$ cat config.mk
export PLATFORM = sky130hd
export DESIGN_NAME = hazard_ctrl
export DESIGN_NICKNAME = d
export VERILOG_FILES = /design/src/rtl/hazard_ctrl_pkg.sv /design/src/rtl/hazard_match.sv /design/src/rtl/hazard_ctrl.sv
export SDC_FILE = /design/constraint.sdc
export NUM_CORES = 1
export LEC_CHECK = 0
export ABC_AREA = 0
export CORE_AREA = 3 3 40 42
export DETAILED_ROUTE_END_ITERATION = 16
export DIE_AREA = 0 0 43 45
export MAX_ROUTING_LAYER = met4
export PLACE_DENSITY = 0.72
export SYNTH_ARGS = -nofsm -noshare
export SYNTH_HDL_FRONTEND = slang
export SYNTH_SLANG_ARGS = --single-unit
$ cat constraint.sdc
create_clock -name Clk -period 2.2 [get_ports Clk]
set_input_delay 0.33 -clock Clk [delete_from_list [all_inputs] [get_ports Clk]]
set_output_delay 0.33 -clock Clk [all_outputs]
set_load 0.01 [all_outputs]
$ cat src/rtl/hazard_ctrl_pkg.sv
// rtl/hazard_ctrl_pkg.sv - shared FSM encoding and register constants for hazard_ctrl
package hazard_ctrl_pkg;

  localparam int REG_W = 5;
  localparam logic [REG_W-1:0] REG_ZERO = 5'd0;

  typedef enum logic [1:0] {
    IDLE  = 2'b00,
    HOLD1 = 2'b01,
    HOLD2 = 2'b10
  } hz_state_e;

endpackage

$ cat src/rtl/hazard_match.sv
// rtl/hazard_match.sv - combinational hazard detector returning required stall count N (0..2)
module hazard_match
  import hazard_ctrl_pkg::*;
(
  input  logic             id_valid_i,
  input  logic [REG_W-1:0] id_rs_i,
  input  logic [REG_W-1:0] id_rt_i,
  input  logic             id_uses_rt_i,
  input  logic             id_is_branch_i,
  input  logic [REG_W-1:0] ex_write_reg_i,
  input  logic             ex_reg_write_i,
  input  logic             ex_mem_read_i,
  input  logic [REG_W-1:0] mem_write_reg_i,
  input  logic             mem_mem_read_i,
  output logic [1:0]       n_o
);

  logic rt_src;
  logic ex_hit;
  logic mem_hit;
  logic load_use;
  logic branch_alu;
  logic branch_load_ex;
  logic branch_load_mem;

  // Branches compare both operands in ID, so rt is always a source for them.
  assign rt_src = id_uses_rt_i | id_is_branch_i;

  assign ex_hit = id_valid_i & (ex_write_reg_i != REG_ZERO) &
                  ((ex_write_reg_i == id_rs_i) | (rt_src & (ex_write_reg_i == id_rt_i)));
  assign mem_hit = id_valid_i & (mem_write_reg_i != REG_ZERO) &
                   ((mem_write_reg_i == id_rs_i) | (rt_src & (mem_write_reg_i == id_rt_i)));

  assign load_use        = ex_mem_read_i & ex_reg_write_i & ex_hit;
  assign branch_alu      = id_is_branch_i & ex_reg_write_i & ~ex_mem_read_i & ex_hit;
  assign branch_load_ex  = id_is_branch_i & load_use;
  assign branch_load_mem = id_is_branch_i & mem_mem_read_i & mem_hit;

  always_comb begin
    n_o = 2'd0;
    if (branch_load_ex) begin
      n_o = 2'd2;
    end else if (load_use | branch_alu | branch_load_mem) begin
      n_o = 2'd1;
    end
  end

endmodule

$ cat src/rtl/hazard_ctrl.sv
// rtl/hazard_ctrl.sv - pipeline stall/flush controller; HAZARD_PERF_EN adds stall/flush counters
module hazard_ctrl
  import hazard_ctrl_pkg::*;
(
  input  logic             Clk,
  input  logic             Rst_n,
  input  logic             Freeze,
  input  logic             ID_Valid,
  input  logic [REG_W-1:0] ID_rs,
  input  logic [REG_W-1:0] ID_rt,
  input  logic             ID_UsesRt,
  input  logic             ID_isBranch,
  input  logic             ID_BranchTaken,
  input  logic             ID_isJump,
  input  logic [REG_W-1:0] EX_WriteReg,
  input  logic             EX_RegWrite,
  input  logic             EX_MemRead,
  input  logic [REG_W-1:0] MEM_WriteReg,
  input  logic             MEM_MemRead,
  output logic             PCWrite,
  output logic             IFID_Write,
  output logic             IDEX_Bubble,
  output logic             IFID_Flush
`ifdef HAZARD_PERF_EN
  ,
  output logic [31:0]      StallCount,
  output logic [31:0]      FlushCount
`endif
);

  hz_state_e state_q, state_d;
  logic [1:0] n_req;
  logic       stall;
  logic       flush;

  hazard_match u_match (
    .id_valid_i      (ID_Valid),
    .id_rs_i         (ID_rs),
    .id_rt_i         (ID_rt),
    .id_uses_rt_i    (ID_UsesRt),
    .id_is_branch_i  (ID_isBranch),
    .ex_write_reg_i  (EX_WriteReg),
    .ex_reg_write_i  (EX_RegWrite),
    .ex_mem_read_i   (EX_MemRead),
    .mem_write_reg_i (MEM_WriteReg),
    .mem_mem_read_i  (MEM_MemRead),
    .n_o             (n_req)
  );

  always_ff @(posedge Clk) begin
    if (!Rst_n) begin
      state_q <= IDLE;
    end else begin
      state_q <= state_d;
    end
  end

  always_comb begin
    state_d = state_q;
    stall   = 1'b0;
    unique case (state_q)
      IDLE: begin
        stall = (n_req != 2'd0);
        if (n_req == 2'd2) state_d = HOLD1;
      end
      HOLD1: begin
        stall   = 1'b1;
        state_d = IDLE;
      end
      HOLD2: begin
        stall   = 1'b1;
        state_d = HOLD1;
      end
      default: state_d = IDLE;
    endcase
    if (Freeze) state_d = state_q;
    // Branch outcome only matters once the stall has resolved.
    flush = ~stall & ID_Valid & (ID_isJump | (ID_isBranch & ID_BranchTaken));
  end

  always_comb begin
    PCWrite     = 1'b1;
    IFID_Write  = 1'b1;
    IDEX_Bubble = 1'b0;
    IFID_Flush  = 1'b0;
    if (!Rst_n) begin
      PCWrite = 1'b1;
    end else if (Freeze) begin
      PCWrite    = 1'b0;
      IFID_Write = 1'b0;
    end else if (stall) begin
      PCWrite     = 1'b0;
      IFID_Write  = 1'b0;
      IDEX_Bubble = 1'b1;
    end else begin
      IFID_Flush = flush;
    end
  end

`ifdef HAZARD_PERF_EN
  logic [31:0] stall_count_q, stall_count_d;
  logic [31:0] flush_count_q, flush_count_d;

  always_comb begin
    stall_count_d = stall_count_q;
    flush_count_d = flush_count_q;
    if (Rst_n && !Freeze && stall && stall_count_q != 32'hFFFF_FFFF)
      stall_count_d = stall_count_q + 32'd1;
    if (IFID_Flush && flush_count_q != 32'hFFFF_FFFF)
      flush_count_d = flush_count_q + 32'd1;
  end

  always_ff @(posedge Clk) begin
    if (!Rst_n) begin
      stall_count_q <= 32'd0;
      flush_count_q <= 32'd0;
    end else begin
      stall_count_q <= stall_count_d;
      flush_count_q <= flush_count_d;
    end
  end

  assign StallCount = stall_count_q;
  assign FlushCount = flush_count_q;
`endif

endmodule
# Yosys cells after proc, flatten, opt, wreduce, memory -nomap -nowiden
# Cells that the tools add are included.
# W data, S select, Z words.
[classes]
eq_ne = 8
muxes = 14
bitwise_logic = 26
reduce_logical = 6
[ops]
columns = ["cell", "count"]
rows = [
  ["$eq A5 B5 Y1", 4],
  ["$and A1 B1 Y1", 17],
  ["$mux W1", 10],
  ["$reduce_bool A5 Y1", 2],
  ["$or A1 B1 Y1", 6],
  ["$eq A2 B2 Y1 const B", 2],
  ["$mux W2", 2],
  ["$pmux W2 S2", 1],
  ["$not A1 Y1", 3],
  ["$eq A2 B1 Y1 const B", 1],
  ["$logic_not A2 Y1", 1],
  ["$ne A2 B2 Y1 const B", 1],
  ["$pmux W1 S2", 1],
  ["$reduce_and A2 Y1", 1],
  ["$reduce_bool A2 Y1", 1],
  ["$reduce_or A2 Y1", 1],
]
[word_totals]
reg_bits = 2
word_cells = 55

# Depth between registers and ports, before layout
# Gate-level depths: netlist (run 1).
[logic_depth]
ltp_word = 17
depth_mapped = 6
mapped_depth_nobuf = 5

# By module
# From an unflattened synthesis (run 1), not the netlist that was laid out.
[hier_totals]
cells_unflattened = 51
area_unflattened_um2 = 391.6
[by_module_without_submodules]
columns = ["module", "n_inst", "cells_each", "area_per_inst_um2", "seq_area_each_um2"]
rows = [
  ["hazard_match", 1, 39, 296.5, 0.0],
  ["hazard_ctrl", 1, 12, 95.1, 20.0],
]

# Worst setup path before layout (run 1)
# Ideal clock, no wire load.
[synth_path]
kind = "input-to-output"
start = "input port MEM_WriteReg[0]"
end = "output port PCWrite"
t_arrival_ns = 1.708
required_time_ns = 1.870
setup_slack_ns = 0.162
cell_stages = 5
path_buffers = 1
cell_sequence = "or4_1 > o2111ai_1 > o221ai_1 > o21ai_0 > buf_4"
[synth_via]
elab_chain_len = 13
[synth_lines]
columns = ["item", "line", "rtl"]
rows = [
  ["from (decl)", "hazard_ctrl.sv:18", "input logic [REG_W-1:0] MEM_WriteReg,"],
  ["$eq A5 B5 Y1", "hazard_match.sv:32", "((mem_write_reg_i == id_rs_i) | (rt_src & (mem_write_reg_i == id_rt_i)));"],
  ["$and A1 B1 Y1", "hazard_match.sv:32", ""],
  ["$or A1 B1 Y1", "hazard_match.sv:32", ""],
  ["$and A1 B1 Y1 *", "hazard_match.sv:31", "assign mem_hit = id_valid_i & (mem_write_reg_i != REG_ZERO) &"],
  ["$and A1 B1 Y1 *", "hazard_match.sv:37", "assign branch_load_mem = id_is_branch_i & mem_mem_read_i & mem_hit;"],
  ["$or A1 B1 Y1 *", "hazard_match.sv:43", "end else if (load_use | branch_alu | branch_load_mem) begin"],
  ["$mux W1 *", "hazard_match.sv:43", ""],
  ["$mux W2 *", "hazard_match.sv:41", "if (branch_load_ex) begin"],
  ["$reduce_bool A2 Y1 *", "hazard_ctrl.sv:63", "stall = (n_req != 2'd0);"],
  ["$pmux W1 S2 *", "hazard_ctrl.sv:61", "unique case (state_q)"],
  ["$mux W1 * (3 in series)", "--", ""],
  ["to (decl)", "hazard_ctrl.sv:20", "output logic PCWrite,"],
]
# Mark *: on every way between the ends. The rest lies on a longest branch, timed or not.

# Worst setup path in the final report (run 1)
[layout_path]
start = "input port ID_rs[1]"
end = "output port IDEX_Bubble"
[layout_via]
elab_chain_len = 13
[layout_lines]
columns = ["item", "line", "rtl"]
rows = [
  ["from (decl)", "hazard_ctrl.sv:9", "input logic [REG_W-1:0] ID_rs,"],
  ["$eq A5 B5 Y1", "hazard_match.sv:30", "((ex_write_reg_i == id_rs_i) | (rt_src & (ex_write_reg_i == id_rt_i)));"],
  ["$or A1 B1 Y1", "hazard_match.sv:30", ""],
  ["$and A1 B1 Y1", "hazard_match.sv:29", "assign ex_hit = id_valid_i & (ex_write_reg_i != REG_ZERO) &"],
  ["$and A1 B1 Y1 (on tied branches)", "hazard_match.sv:34, hazard_match.sv:35", ""],
  ["$or A1 B1 Y1 (2 in series)", "hazard_match.sv:43", ""],
  ["$mux W1", "hazard_match.sv:43", ""],
  ["$mux W2 *", "hazard_match.sv:41", ""],
  ["$reduce_bool A2 Y1 *", "hazard_ctrl.sv:63", ""],
  ["$pmux W1 S2 *", "hazard_ctrl.sv:61", ""],
  ["$mux W1 *", "hazard_ctrl.sv:91", "end else if (stall) begin"],
  ["$mux W1 *", "hazard_ctrl.sv:88", "end else if (Freeze) begin"],
  ["$mux W1 *", "hazard_ctrl.sv:86", "if (!Rst_n) begin"],
  ["to (decl)", "hazard_ctrl.sv:22", "output logic IDEX_Bubble,"],
]
# Marks and branches as above.

==> results of run 1 <==
[area by class of cell]
class / instances / area (sq um)
repair buffers: 49 / 405
fillers: 123 / 470
inverters: 1 / 3.75
multi-input cells: 45 / 367
flip-flops and latches: 1 / 20.0
well taps: 15 / 18.8
[placed cells by master, fill, tap and decap left out, types with 2 or more instances in the layout]
cell and n:
buf_2 4, buf_4 14, clkbuf_2 6, clkdlybuf4s15_1 2, clkdlybuf4s50_1 12, dlygate4sd2_1 7, dlymetal6s2s_1 3, nand2_1 4
nand3_1 2, nand4_1 2, o21ai_2 2, o32a_1 2, or4_4 2, xnor2_1 18, xor2_1 2
[final timing paths]
check	from	end	slack, ns	depth (start not counted)
worst max register to register	state_q[0]	state_q[0]	1.13	2
worst max-delay path	ID_rs[1]	IDEX_Bubble	0.08	7
worst min register to register	state_q[0]	state_q[0]	0.48	2
worst min-delay path	state_q[0]	state_q[0]	0.48	2
[worst register-to-register path, cell delays in order, from the launching register on]
cell,delay [ns]
dfxtp_1,0.30
or4_1,0.53
a21boi_1,0.16
[synth_stat cells, drive strengths merged]
library cell,n,share of area (%)
or4,3,6.1
o211a,1,2.7
nand2,4,4.1
o2111ai,1,2.4
a21boi,1,2.0
dfxtp,1,5.4
o211ai,1,2.0
and3b,1,2.4
xnor2,18,43
nand4,2,3.4
nand3,2,2.7
o32a,2,5.4
nor4,1,1.7
nand3b,1,2.0
inv,1,1.0
o21ai,2,2.7
a21oi,1,1.4
nor2,1,1.0
buf,1,2.0
o221ai,1,2.4
xor2,2,4.7
[where the power goes]
part,switching (mW),internal [mW],total [mW],leakage (nW)
Clock,0,0,0,0
Combinational,0.0534,0.0871,0.140,0.346
Sequential,0.0000289,0.0185,0.0186,0.00805
[logic make-up (layout without fill, tap and decap cells)]
group	Yosys count	count (layout)	synth area share (%)
buffers and inverters	2	50	3.04
AOI/OAI and AO/OA	10	10	20.9
DFF	1	1	5.41
xor gates and xnor gates	20	20	47.3
and+or+nand+nor	15	15	23.3
[per-layer routing]
| metal | up-vias | routed length [microns] | part of all wire, % | track usage, % |
|---|---|---|---|---|
| li1 | 277 | - | - | - |
| met1 | 245 | 529 | 37 | 15.5 |
| met2 | 23 | 778 | 55 | 33.2 |
| met3 | 0 | 115 | 8.1 | 0.398 |
| met4 | 0 | 0 | 0 | 2.41 |
| met5 | - | 0 | 0 | - |
[stage by stage]
| step | hold WS (ns) | setup TNS (ns) | utilization [%] | instances | total power, mW |
|---|---|---|---|---|---|
| global route | 0.510 | 0 | 63.4 | 111 | 0.171 |
| floorplan | 0.439 | 0 | - | 48 | 0.0666 |
| finish | 0.478 | 0 | 63.4 | 111 | 0.159 |
| detailed placement | 0.476 | -2.71 | 64.9 | 111 | 0.168 |
| CTS | 0.477 | 0 | 64.1 | 111 | 0.161 |
| global placement | 0.454 | -2.53 | 64.9 | 111 | 0.165 |
[what timing repair did]
item,4_1_cts,5_1_grt
pin swaps,8,6
endpoints found under the setup margin,5,2
gates resized for setup,39,18
hold endpoints to repair,0,0
==> impl_summary.log, run 1 <==
INFO  metric fp-row-count = 13
INFO  metric crit_path_max_delay_family = buffers and inverters
INFO  metric worst_ep_arrival_time = between 1.5 and 2 ns
INFO  metric cpPeakStageDelay = slightly above 0.5 ns
INFO  metric global_route.overflow_total = 0
INFO  metric placedInstanceArea = between 800 and 900 sq um
INFO  metric pre_cts_slack = -0.692 ns
INFO  metric postRouteAntennaNets = 0
INFO  metric cp_cell_sequence = clkdlybuf4s50_1 > xnor2_1 > nand3_1 > o32a_1 > o221ai_2 > and3b_1 > buf_2
INFO  metric worst_setup_hold_path_clk_slew = 0 ns
INFO  metric ioPinCount = 35
INFO  metric registers.top_by_ff_count = state_q
INFO  metric rsz_0062_raised_after_global_routing = false
INFO  metric n_antenna_cell = 0
INFO  metric layout_top_registers = state_q: 1 flops
INFO  metric area_inside_the_core_boundary = 1280 sq um
INFO  metric leakage = about 0.35 nW
INFO  metric dr.pass1.iters = 2
INFO  metric vias_in_the_first_global_route = 618
INFO  metric fin_crit_sh = 96.3%
INFO  metric drt_drc_violations_left = 0
INFO  metric ir_worst_vdd = 0.142 mV
INFO  metric max_slew_margin = a little under nine tenths
INFO  metric nets = 129
INFO  metric pwr_density_cell = 195 nW/um^2
INFO  metric synth_sequential_area_ratio = under 10%
INFO  metric worstSetupEndpointType = output pin
INFO  metric cp_data_required_time = approximately 1.9 ns
INFO  metric post_synth_num_cell_types = 22
INFO  metric number_of_storage_elements_in_the_synthesis_netlist = 1
INFO  metric groute.usage.overall = around 15%
INFO  metric layout.cell_area.non_filler = ~800 sq um
INFO  metric dieHeight = 45 microns
INFO  metric postSynthCellCount = between 40 and 50
INFO  metric critical_path_cell_with_the_highest_stage_delay = clkdlybuf4s50_1
INFO  metric via_per_inst = approximately 4.9
INFO  metric die-width = 43 microns
INFO  metric skew = 0 ns
INFO  metric insertion_delay = 0 ns
INFO  metric cts_hold_buffers = 0
INFO  metric mappedNetlistNets = 79
INFO  metric initial_utilization = about 29%
INFO  metric numPortBuffers = 34
INFO  metric drv.max_cap_violation_count = 0
INFO  metric synth.yosys.warnings = 0
INFO  metric final_max_slew_viol_count = 0
INFO  metric run_status = complete, no violations
INFO  metric worstPathBufferInverterCount = 2
INFO  metric place.gp.congestion = ~0.77
INFO  metric critical_path_class = input port to output pin
INFO  metric drive_gt1_share = 32.3%
INFO  metric avgSynthCellArea = roughly 7.7 sq um
INFO  metric area_delta_synth_final = 120%
INFO  metric largest_reg_flops = 1
INFO  metric finalHoldViolations = 0
INFO  metric drt-total-wl = between 1000 and 1500 microns
INFO  metric cp-start-kind = input port
INFO  metric setup-violations-final = 0
INFO  metric place.detailed.hpwl = between 1000 and 1500 microns
INFO  metric achievable-frequency = between 0.4 and 0.5 GHz
INFO  metric detailedRoute.firstIterationViolations = 1
INFO  metric fin_ws = ~0.082 ns
INFO  metric post-route-min-period = 2.12 ns
INFO  metric design.die.area = 1940 sq um
INFO  metric vias = between 500 and 600
INFO  metric grt_start_max_net_pins = 6
INFO  metric cts_setup_buffers = 0
INFO  metric grt_first_pass_wirelength = around 2300 microns
INFO  metric number_of_antenna_violations_at_the_first_check_in_global_routing = 0
INFO  metric cp_max_fo = 3
INFO  metric min_path_type = flop to flop
INFO  metric synthesis.area = between 300 and 400 sq um
INFO  metric route.detailed.wl_per_inst = between 10 and 15 microns
INFO  metric tightest_slew = 0.222 ns
Note: power is estimated with default switching activity, not from simulation.
==> run 2, diff against run 1 <==
Settings changed: TNS_END_PERCENT set to 50.
==> results of run 2 <==
No change in the layout: final DEF, timing and power equal those of run 1.
==> run 3, diff against run 2 <==
Settings changed: PLACE_DENSITY 0.72 to 0.74, SYNTH_HIERARCHICAL set to 1.
Clock period 2.2 ns to 2.54 ns, I/O delays scaled along.
==> run 3 against run 2 <==
Design area increased by 11%. Sequential power fell by 13%. Core utilization rose by 7.2 points. Sequential cell count is the same. Combinational power about the same. Worst setup slack worse by 0.065 ns. Die area unchanged. Register-to-register slack gained 0.39 ns. Critical endpoint is now IFID_Flush. Largest power group unchanged.
==> impl_summary.log, run 3 <==
INFO  metric registers.top_by_ff_count = state_q
INFO  metric ioPinCount = 35 (unchanged)
INFO  metric cp-start-kind = input port
INFO  metric initial_utilization = 30.5% (+1.7 points)
INFO  metric pwr_density_cell = 169 nW/um^2 (-13%)
INFO  metric post-route-min-period = approximately 2.5 ns
INFO  metric area_inside_the_core_boundary = 1280 sq um (unchanged)
INFO  metric nets = 134 (+3.9%)
INFO  metric route.detailed.wl_per_inst = 12.4 microns (-3.5%)
INFO  metric post-synth-top-count-cell = xnor2_1
INFO  metric die-width = 43 microns (unchanged)
INFO  metric setup-violations-final = 0 (unchanged)
INFO  metric worstPathBufferInverterCount = 2 (unchanged)
INFO  metric layout.cells.most_common_list = buf_4, xnor2_1, clkdlybuf4s50_1
INFO  metric rsz_0062_raised_after_global_routing = true
INFO  metric leakage = 0.381 nW (+7.7%)
INFO  metric mappedNetlistNets = 82 (+3.8%)
INFO  metric worstSetupEndpointType = output pin
INFO  metric vias_in_the_first_global_route = 600 (-2.9%)
INFO  metric cp_dominant_cell_by_count = nor3_2
INFO  metric grt_first_pass_wirelength = 2240 microns (-3.6%)
INFO  metric skew = 0 ns (unchanged)
INFO  metric worst_ep_arrival_time = 2.14 ns (+0.35 ns)
INFO  metric global_route.overflow_total = 0 (unchanged)
INFO  metric cts_hold_buffers = 0 (unchanged)
INFO  metric dieHeight = 45 microns (unchanged)
INFO  metric ys_async_sr_fraction = 0% (unchanged)
INFO  metric dr.pass1.iters = 3 (+1)
INFO  metric ranking_of_synthesized_cells_by_area = xnor2_1, o32a_1, dfxtp_1, nand2_1, nand4_1
INFO  metric finalNonFillerCells = 116 (+4.5%)
INFO  metric worst_setup_hold_path_clk_slew = 0 ns (unchanged)
INFO  metric drt_drc_violations_left = 0 (unchanged)
INFO  metric achievable-frequency = between 0.3 and 0.4 GHz
INFO  metric via_per_inst = 4.82 (-1.9%)
INFO  metric max_slew_margin = 85.8% (+0.57 points)
INFO  metric placedInstanceArea = 871 sq um (+4.3%)
INFO  metric drive_gt1_share = 50.5% (+18 points)
INFO  metric number_of_storage_elements_in_the_synthesis_netlist = 1 (unchanged)
INFO  metric pre_cts_slack = -0.814 ns (-0.122 ns)
INFO  metric design_power_total = 154 uW (-3.4%)
INFO  metric synth-main-ff-cell = dfxtp_1
INFO  metric critical_path_class = input port to output pin
INFO  metric synth_common_cells = xnor2_1, nand2_1, nand4_1, nor2_1, o32a_1
INFO  metric cp_data_required_time = 2.16 ns (+0.29 ns)
INFO  metric postRouteAntennaNets = 0 (unchanged)
INFO  metric numPortBuffers = 34 (unchanged)
INFO  metric fin_ws = 0.0174 ns (-0.0647 ns)
INFO  metric final_max_slew_viol_count = 0 (unchanged)
INFO  metric finalHoldViolations = 0 (unchanged)
INFO  metric groute.usage.overall = 14.6% (-0.85 points)
INFO  metric layout.cell_area.non_filler = 907 sq um (+11%)
INFO  metric run_status = complete, no violations
INFO  metric postSynthCellCount = 51 (+6.3%)
INFO  metric area_fraction_of_the_dominant_cell_type_after_synthesis = 40.3% (-2.3 points)
INFO  metric grt_start_max_net_pins = 5 (-1)
INFO  metric min_path_type = flop to flop
INFO  metric tightest_slew = 0.213 ns (-0.00972 ns)
INFO  metric synth_sequential_area_ratio = 5.11% (-0.29 points)
INFO  metric number_of_antenna_violations_at_the_first_check_in_global_routing = 0 (unchanged)
INFO  metric place.gp.congestion = 0.771 (+0.76%)
INFO  metric vias = 559 (+2.6%)
INFO  metric numPlacedInstances = 116 (+4.5%)
INFO  metric cpPeakStageDelay = 0.44 ns (-0.07 ns)
INFO  metric ir_worst_vdd = 0.0831 mV (-41%)
INFO  metric largest_reg_flops = 1 (unchanged)
INFO  metric drt-total-wl = 1430 microns (+0.84%)
INFO  metric synthesis.area = 392 sq um (+5.7%)
INFO  metric crit_path_max_delay_family = simple AND/OR/NAND/NOR gates
INFO  metric area_delta_synth_final = 132%
INFO  metric fp-row-count = 13 (unchanged)
INFO  metric cp_max_fo = 2 (-1)
INFO  metric drv.max_cap_violation_count = 0 (unchanged)
INFO  metric post-synth-top-area-cell = xnor2_1
INFO  metric n_antenna_cell = 0 (unchanged)
INFO  metric synth.yosys.warnings = 6 (+6)
INFO  metric place.detailed.hpwl = 1250 microns (+0.78%)
INFO  metric layout_top_registers = state_q: 1 flops
INFO  metric insertion_delay = 0 ns (unchanged)
INFO  metric cp_cell_sequence = dlygate4sd2_1 > xnor2_1 > nand2_1 > o32a_1 > nor3_2 > nor2_2 > or4_4 > nor3_2 > buf_2
INFO  metric avgSynthCellArea = 7.68 sq um (-0.48%)
INFO  metric mostFrequentLayoutCell = buf_4
INFO  metric synth-edff-count = 0 (unchanged)
INFO  metric fin_crit_sh = between 90 and 100%
INFO  metric detailedRoute.firstIterationViolations = 6 (+5)
INFO  metric post_synth_num_cell_types = 19 (-14%)
INFO  metric design.die.area = 1940 sq um (unchanged)
INFO  metric critical_path_cell_with_the_highest_stage_delay = or4_4
run 3: changes by cell type in the layout (fill, tap and decap cells not counted), moves of 2 or more:
cell             change
buf_2                +2
buf_4                +4
buf_6                +6
buf_8                +2
clkbuf_2             -3
clkdlybuf4s50_1      -4
dlymetal6s2s_1       -3
nor2_2               +2
nor3_2               +2
o21ai_2              -2
xnor2_1              -5
xnor2_2              +5
run 3: cells by family after synthesis:
kind of cell | share of synthesized area [%]
simple gates | 31.3
buf+inv | 3.83
xor+xnor | 44.7
compound gates | 15.0
flops | 5.11
run 3: worst min-delay path: stages (launching register included):
cell	delay, ns
dfxtp_1	0.31
nand2_1	0.07
a21boi_1	0.05
run 3: metal layers:
layer	track usage (%)	up-vias	part of all wire, %
met2	31.4	24	56
met1	15.0	247	38
met3	0.797	0	5.9
met4	0.602	0	0
met5	-	-	0
li1	-	288	-
run 3: final cells by class:
class                           instances  area (sq um)
Fill cell                             112           378
Tap cell                               15          18.8
Sequential cell                         1          20.0
Multi-Input combinational cell         48           428
Timing Repair Buffer                   52           440
run 3: final timing paths:
| path | endpoint | cells past startpoint | start | slack (ns) |
|---|---|---|---|---|
| hold reg to reg | state_q[0] | 2 | state_q[0] | 0.49 |
| setup reg to reg | state_q[0] | 2 | state_q[0] | 1.52 |
| setup / recovery | IFID_Flush | 9 | ID_rs[1] | 0.02 |
| hold / removal | state_q[0] | 2 | state_q[0] | 0.49 |
run 3: where the power goes:
part           internal, mW  switching (mW)
Clock                     0               0
Combinational        0.0873          0.0502
Sequential           0.0161       0.0000305
run 3: timing repair:
item | CTS | global route
resized for setup | 74 | 35
setup buffers | 1 | 0
pin swaps | 14 | 18
setup endpoints to repair | 5 | 4
run 3: stage by stage:
stage                     TNS [ns]  utilization, %  hold WS (ns)
after floorplan                  0               -         0.457
after global placement       -3.10            67.8         0.472
after detailed placement     -3.27            67.8         0.493
final                            0            70.6         0.490
after global routing        -0.317            70.6         0.524
after CTS                   -0.176            67.0         0.493
